`src/rtl/wb_port_arbiter.sv`:
```
// Round-robin arbiter sharing the physical register file write port between WB_NUM
// execute units, plus the per-physical-register "value written" scoreboard.
module wb_port_arbiter #(
  parameter  int WB_NUM  = 4,
  parameter  int DW      = 64,
  parameter  int RNBIT   = 2,
  parameter  int RNDEPTH = 4,
  localparam int IW      = 5 + RNBIT,
  localparam int NP      = 32 * RNDEPTH
) (
  input  logic                 CLK,
  input  logic                 RST,
  input  logic [WB_NUM-1:0]    wb_req_vaild,
  output logic [WB_NUM-1:0]    wb_req_ready,
  input  logic [WB_NUM*IW-1:0] wb_req_index,
  input  logic [WB_NUM*DW-1:0] wb_req_data,
  output logic                 regFileX_wr_en,
  output logic [IW-1:0]        regFileX_wr_index,
  output logic [DW-1:0]        regFileX_wr_data,
  input  logic                 rn_alloc_vaild,
  input  logic [IW-1:0]        rn_alloc_index,
  output logic [NP-1:0]        writeBackBuffer_qout
);

  localparam int PW = (WB_NUM > 1) ? $clog2(WB_NUM) : 1;

  // Copy 0 of every architectural register starts out holding its value.
  function automatic logic [NP-1:0] sb_reset_value();
    logic [NP-1:0] v;
    v = '0;
    for (int p = 0; p < NP; p += RNDEPTH) v[p] = 1'b1;
    return v;
  endfunction

  localparam logic [NP-1:0] SB_INIT = sb_reset_value();

  logic [PW-1:0]  rr_ptr;
  logic [PW-1:0]  grant_idx;
  logic [PW-1:0]  next_ptr;
  logic           grant_valid;
  logic [IW-1:0]  sel_index;
  logic [DW-1:0]  sel_data;
  logic           do_write;
  logic [NP-1:0]  sb_next;
  logic [PW:0]    cand_sum;
  logic [PW-1:0]  cand;

  // Search starts at rr_ptr and wraps; the first valid requester wins.
  always_comb begin
    grant_valid  = 1'b0;
    grant_idx    = '0;
    sel_index    = '0;
    sel_data     = '0;
    cand_sum     = '0;
    cand         = '0;
    wb_req_ready = '0;
    for (int k = 0; k < WB_NUM; k++) begin
      cand_sum = {1'b0, rr_ptr} + (PW+1)'(k);
      if (cand_sum >= (PW+1)'(WB_NUM)) cand_sum = cand_sum - (PW+1)'(WB_NUM);
      cand = cand_sum[PW-1:0];
      if (!grant_valid && wb_req_vaild[cand]) begin
        grant_valid = 1'b1;
        grant_idx   = cand;
      end
    end
    for (int k = 0; k < WB_NUM; k++) begin
      if (grant_valid && grant_idx == PW'(k)) begin
        sel_index = wb_req_index[k*IW +: IW];
        sel_data  = wb_req_data[k*DW +: DW];
        if (!RST) wb_req_ready[k] = 1'b1;
      end
    end
  end

  always_comb begin
    next_ptr = '0;
    if (grant_idx != PW'(WB_NUM-1)) next_ptr = grant_idx + PW'(1);
  end

  // Writes to x0 are consumed but never reach the register file or the scoreboard.
  assign do_write = grant_valid && (sel_index[IW-1:RNBIT] != '0);

  // Clear first, then set, so a same-index set wins.
  always_comb begin
    sb_next = writeBackBuffer_qout;
    if (rn_alloc_vaild && rn_alloc_index[IW-1:RNBIT] != '0)
      sb_next[rn_alloc_index] = 1'b0;
    if (do_write)
      sb_next[sel_index] = 1'b1;
  end

  always_ff @(posedge CLK or posedge RST) begin
    if (RST) begin
      rr_ptr               <= '0;
      regFileX_wr_en       <= 1'b0;
      regFileX_wr_index    <= '0;
      regFileX_wr_data     <= '0;
      writeBackBuffer_qout <= SB_INIT;
    end else begin
      if (grant_valid) rr_ptr <= next_ptr;
      regFileX_wr_en <= do_write;
      if (do_write) begin
        regFileX_wr_index <= sel_index;
        regFileX_wr_data  <= sel_data;
      end
      writeBackBuffer_qout <= sb_next;
    end
  end

endmodule

```
`config.mk`:
```
export PLATFORM = sky130hd
export DESIGN_NAME = wb_port_arbiter
export DESIGN_NICKNAME = d
export VERILOG_FILES = /design/src/rtl/wb_port_arbiter.sv
export SDC_FILE = /design/constraint.sdc
export NUM_CORES = 1
export LEC_CHECK = 0
export ABC_CLOCK_PERIOD_IN_PS = 7000
export CAP_MARGIN = 40
export CORE_AREA = 2 2 198 200
export CTS_CLUSTER_DIAMETER = 40
export DETAILED_ROUTE_END_ITERATION = 12
export DIE_AREA = 0 0 200 202
export PLACE_DENSITY = 0.61
export SLEW_MARGIN = 25
export SYNTH_ARGS = -nofsm -noshare
export SYNTH_HDL_FRONTEND = slang
export SYNTH_SLANG_ARGS = --single-unit
```
`constraint.sdc`:
```
create_clock -name CLK -period 7 [get_ports CLK]
set_input_delay 1.05 -clock CLK [delete_from_list [all_inputs] [get_ports CLK]]
set_output_delay 1.05 -clock CLK [all_outputs]
set_load 0.05 [all_outputs]
```
==> key figures <==
Yosys
  • Post-synthesis instance area: 0.01041 mm2
  • Synth Instances: 1113
  • Top cell type's share of synthesized area: 0.4086
  • Post-synthesis cell type with the largest combined area: sky130_fd_sc_hd__dfrtp_1
  • Number of enable-type register cells in the synthesized netlist: 0
  • Count of cell types in the netlist: 53
  • Nets in the synthesized netlist: 1415
  • Async SR Flop Fraction: 1.000
  • Top cells by area in the synthesized netlist: sky130_fd_sc_hd__dfrtp_1, sky130_fd_sc_hd__o21ai_0, sky130_fd_sc_hd__dfstp_2
  • Count of yosys warnings during synthesis: 0
  • Mean cell area of the mapped netlist: 9.354 um2
  • Most used DFF post-synth: sky130_fd_sc_hd__dfrtp_1
  • Register bit total from synthesis: 202
  • Part of the Yosys area used for sequential elements: 0.4894

Critical path
  • Top delay family on crit path: buffers and inverters
  • CP max-delay cell: sky130_fd_sc_hd__clkdlybuf4s50_1
  • Buffers & Inverters on Critical Path: 4
  • Element type at the critical path end: primary output
  • Critical path fanouts, max: 59
  • Required time of the critical path: 5950 ps
  • Setup crit start kind: primary input
  • Worst Setup Path Type: primary input to primary output
  • Worst-path cell chain: clkdlybuf4s50_1 -> mux2i_1 -> a211o_2 -> inv_1 -> ha_4 -> inv_1 -> nor3_1 -> clkdlybuf4s50_1
  • Max stage delay on crit path: 860 ps
  • CP arrival: 4410 ps

Floorplan
  • Initial cell density of the core: 0.2719
  • Count of standard-cell rows: 72
  • Die span in y: 202 um
  • Floorplan die area: 0.04040 mm2
  • Area inside the core boundary: 0.03829 mm2
  • Die X: 200 um
  • I/O pin count: 502

Clock network
  • Clock buffer count from CTS: 35
  • Setup bufs post-CTS: 0
  • TritonCTS Sinks: 202
  • Max H-tree Level: 2
  • Hold-fix buffers, CTS: 0
  • Deepest clock path buffer count: 3
  • Clock transition at the register clock pins on the worst setup and hold paths after CTS: 50 ps
  • TritonCTS clock tree: yes
  • CTS resizes: 0
  • Clock Latency Late Sink: 520 ps
  • Clk Tree Root Cell: sky130_fd_sc_hd__clkbuf_16

Place
  • Standard cell area after detailed placement: 0.01585 mm2
  • Final RePlAce weighted congestion: 0.8857
  • Buffers on Ports: 501
  • Post-DP HPWL: 35820 um

Timing
  • Hold Fails Final Rpt: 0
  • Max transition margin: 0.4397
  • Final sum of negative setup slack: 0 ps
  • Setup skew after layout: 10.30 ps
  • Share of the clock period used by the worst path after layout: 0.7801
  • Number of pins with negative max-slew slack in the final report: 0
  • Final setup violating endpoints: 0
  • Unrepaired setup endpoints after global routing: no
  • Slew at the pin closest to its max-slew limit: 840.4 ps
  • Tmin final: 5461 ps
  • Max Clock Freq: 0.1831 GHz

Power
  • Pleak: 0.006218 uW
  • Ratio of total power to cell area: 537.2 mW/mm2
  • Peak VDD IR: 0.2461 mV

Final layout
  • Fraction of final layout cells with drive strength greater than 1: 0.08764
  • Total Nets Final: 1862
  • Layout-stage area growth over the synthesis result: 64.16%
  • Fin util: 0.4464
  • Final cell area excluding filler cells: 0.01709 mm2
  • FILL cells: 3702

Routing
  • Via-per-instance ratio: 5.426
  • Mean routed wirelength per cell: 23.14 um
  • Number of search-and-repair iterations in the first detailed-routing pass: 5
  • Final Routed Wirelength: 48760 um
  • Remaining antenna violation count after routing: 0
  • DRC marker count from the first detailed-route iteration: 684
  • Via count of the routed design: 11.43k
  • # DRC: 0

GRT
  • Via count of the first global-routing pass: 11.12k
  • GR Util All Layers: 0.2350
  • Antenna violations before repair: 7
  • First-pass GRT wire length: 71550 um
  • Total gr overflow: 0
  • Pin count of the biggest net entering global routing: 139

Hold path
  • Hold WC Path Type: flip-flop to flip-flop

Job
  • Max-capacitance violation count: 0

Status
  • Outcome: finished clean
cell usage after synthesis (2+ instances only):
master / n
sky130_fd_sc_hd__o21bai_1: 2
sky130_fd_sc_hd__nor2b_1: 74
sky130_fd_sc_hd__a21oi_1: 70
sky130_fd_sc_hd__o32ai_1: 65
sky130_fd_sc_hd__ha_1: 4
sky130_fd_sc_hd__dfstp_2: 32
sky130_fd_sc_hd__clkbuf_1: 82
sky130_fd_sc_hd__and3_2: 3
sky130_fd_sc_hd__dfrtp_1: 170
sky130_fd_sc_hd__o21ai_0: 315
sky130_fd_sc_hd__nand2_1: 19
sky130_fd_sc_hd__buf_2: 15
sky130_fd_sc_hd__nor3b_1: 2
sky130_fd_sc_hd__buf_1: 4
sky130_fd_sc_hd__a221oi_1: 68
sky130_fd_sc_hd__a32oi_1: 2
sky130_fd_sc_hd__buf_4: 6
sky130_fd_sc_hd__buf_6: 4
sky130_fd_sc_hd__o21ai_2: 8
sky130_fd_sc_hd__nor3_1: 70
sky130_fd_sc_hd__nand4_1: 12
sky130_fd_sc_hd__nor2_1: 8
sky130_fd_sc_hd__and3b_1: 2
sky130_fd_sc_hd__o22ai_1: 4
sky130_fd_sc_hd__nand3_1: 22
sky130_fd_sc_hd__a221o_1: 5
sky130_fd_sc_hd__a211oi_1: 2
sky130_fd_sc_hd__or3_1: 4
sky130_fd_sc_hd__o22a_1: 3
sky130_fd_sc_hd__o211ai_1: 5
sky130_fd_sc_hd__inv_1: 9
power breakdown:
part           internal [uW]  total, uW  leakage [uW]  switching [uW]
combinational           1770       5370       0.00314            3600
clock                   1100       1730      0.000570             632
sequential              1750       2080       0.00251             331
total                   4620       9180       0.00622            4570
final timing paths:
check / slack (ps) / startpoint / endpoint / cells past startpoint
max in group asynchronous: 4940 / RST / regFileX_wr_index[6]$_DFFE_PP0P_ / 3
min in group asynchronous: 960 / RST / regFileX_wr_en$_DFF_PP0_ / 2
max reg2reg: 2890 / rr_ptr[1]$_DFFE_PP0N_ / regFileX_wr_data[6]$_DFFE_PP0P_ / 11
min reg2reg: 370 / writeBackBuffer_qout[0]$_DFF_PP1_ / writeBackBuffer_qout[0]$_DFF_PP1_ / 0
max: 1540 / wb_req_vaild[1] / wb_req_ready[3] / 8
min: 370 / writeBackBuffer_qout[0]$_DFF_PP1_ / writeBackBuffer_qout[0]$_DFF_PP1_ / 0
metal layers:
metal | global-route usage | part of all wire
met1 | 0.2949 | 0.40
met5 | 0 | 0.00086
met3 | 0.05707 | 0.082
met4 | 0.08730 | 0.032
met2 | 0.3900 | 0.49
per-stage QoR:
stage                     hold slack (ps)  setup slack, ps  power [uW]  std cells
after floorplan                     542.3             1023        5488       1113
after global placement              359.7             1609        7346       2033
final                               369.3             1539        9182       2107
after CTS                           367.6             1550        9220       2102
after global routing                377.7             1373        9663       2107
after detailed placement            357.3             1571        7454       2039
state kept, by name, indices dropped and copies added (netlist names):
register,count
rr_ptr,2
regFileX_wr_en,1
regFileX_wr_index,7
regFileX_wr_data,64
writeBackBuffer_qout,128
layout make-up:
class                      count  area (um2)  share of cell area
multi-input combinational    791        4877              0.2854
tap                          518       648.1             0.03792
clock inverter                21       237.7             0.01391
antenna                        3       7.507           0.0004392
sequential                   202        5095              0.2981
inverter                       9       37.54            0.002196
clock buffer                  42       953.4             0.05578
timing repair buffer         521        5235              0.3063
layout by cell type (no fill, tap or decap), types with 3 or more instances in the layout:
cell,synthesis,routed
sky130_fd_sc_hd__dfstp_2,32,32
sky130_fd_sc_hd__nand4_1,12,12
sky130_fd_sc_hd__nand2_1,19,19
sky130_fd_sc_hd__and3_2,3,3
sky130_fd_sc_hd__nor2b_1,74,73
sky130_fd_sc_hd__clkbuf_16,0,36
sky130_fd_sc_hd__diode_2,0,3
sky130_fd_sc_hd__clkbuf_1,82,3
sky130_fd_sc_hd__a21oi_1,70,70
sky130_fd_sc_hd__buf_2,15,3
sky130_fd_sc_hd__clkdlybuf4s50_1,0,501
sky130_fd_sc_hd__o22a_1,3,3
sky130_fd_sc_hd__or3_1,4,4
sky130_fd_sc_hd__o211ai_1,5,5
sky130_fd_sc_hd__o22ai_1,4,4
sky130_fd_sc_hd__ha_4,0,3
sky130_fd_sc_hd__buf_12,0,3
sky130_fd_sc_hd__nor2_1,8,8
sky130_fd_sc_hd__dfrtp_1,170,170
sky130_fd_sc_hd__inv_1,9,8
sky130_fd_sc_hd__a221oi_1,68,68
sky130_fd_sc_hd__a221o_1,5,5
sky130_fd_sc_hd__nand3_1,22,22
sky130_fd_sc_hd__inv_6,0,7
sky130_fd_sc_hd__buf_4,6,12
sky130_fd_sc_hd__o21ai_0,315,315
sky130_fd_sc_hd__clkbuf_8,0,3
sky130_fd_sc_hd__o32ai_1,65,65
sky130_fd_sc_hd__clkinvlp_4,0,6
sky130_fd_sc_hd__o21ai_2,8,8
sky130_fd_sc_hd__bufinv_16,0,3
sky130_fd_sc_hd__clkinv_2,0,3
sky130_fd_sc_hd__nor3_1,70,70
cells by family after synthesis:
logic type	share of synthesized area
AND/OR/NAND/NOR	0.1199
AO/OA/AOI/OAI	0.3348
adder cells (fa/ha/maj)	0.004807
flip-flops	0.4894
multiplexers	0.0009615
buffers and inverters	0.05011
Note: power is estimated with default switching activity, not from simulation.
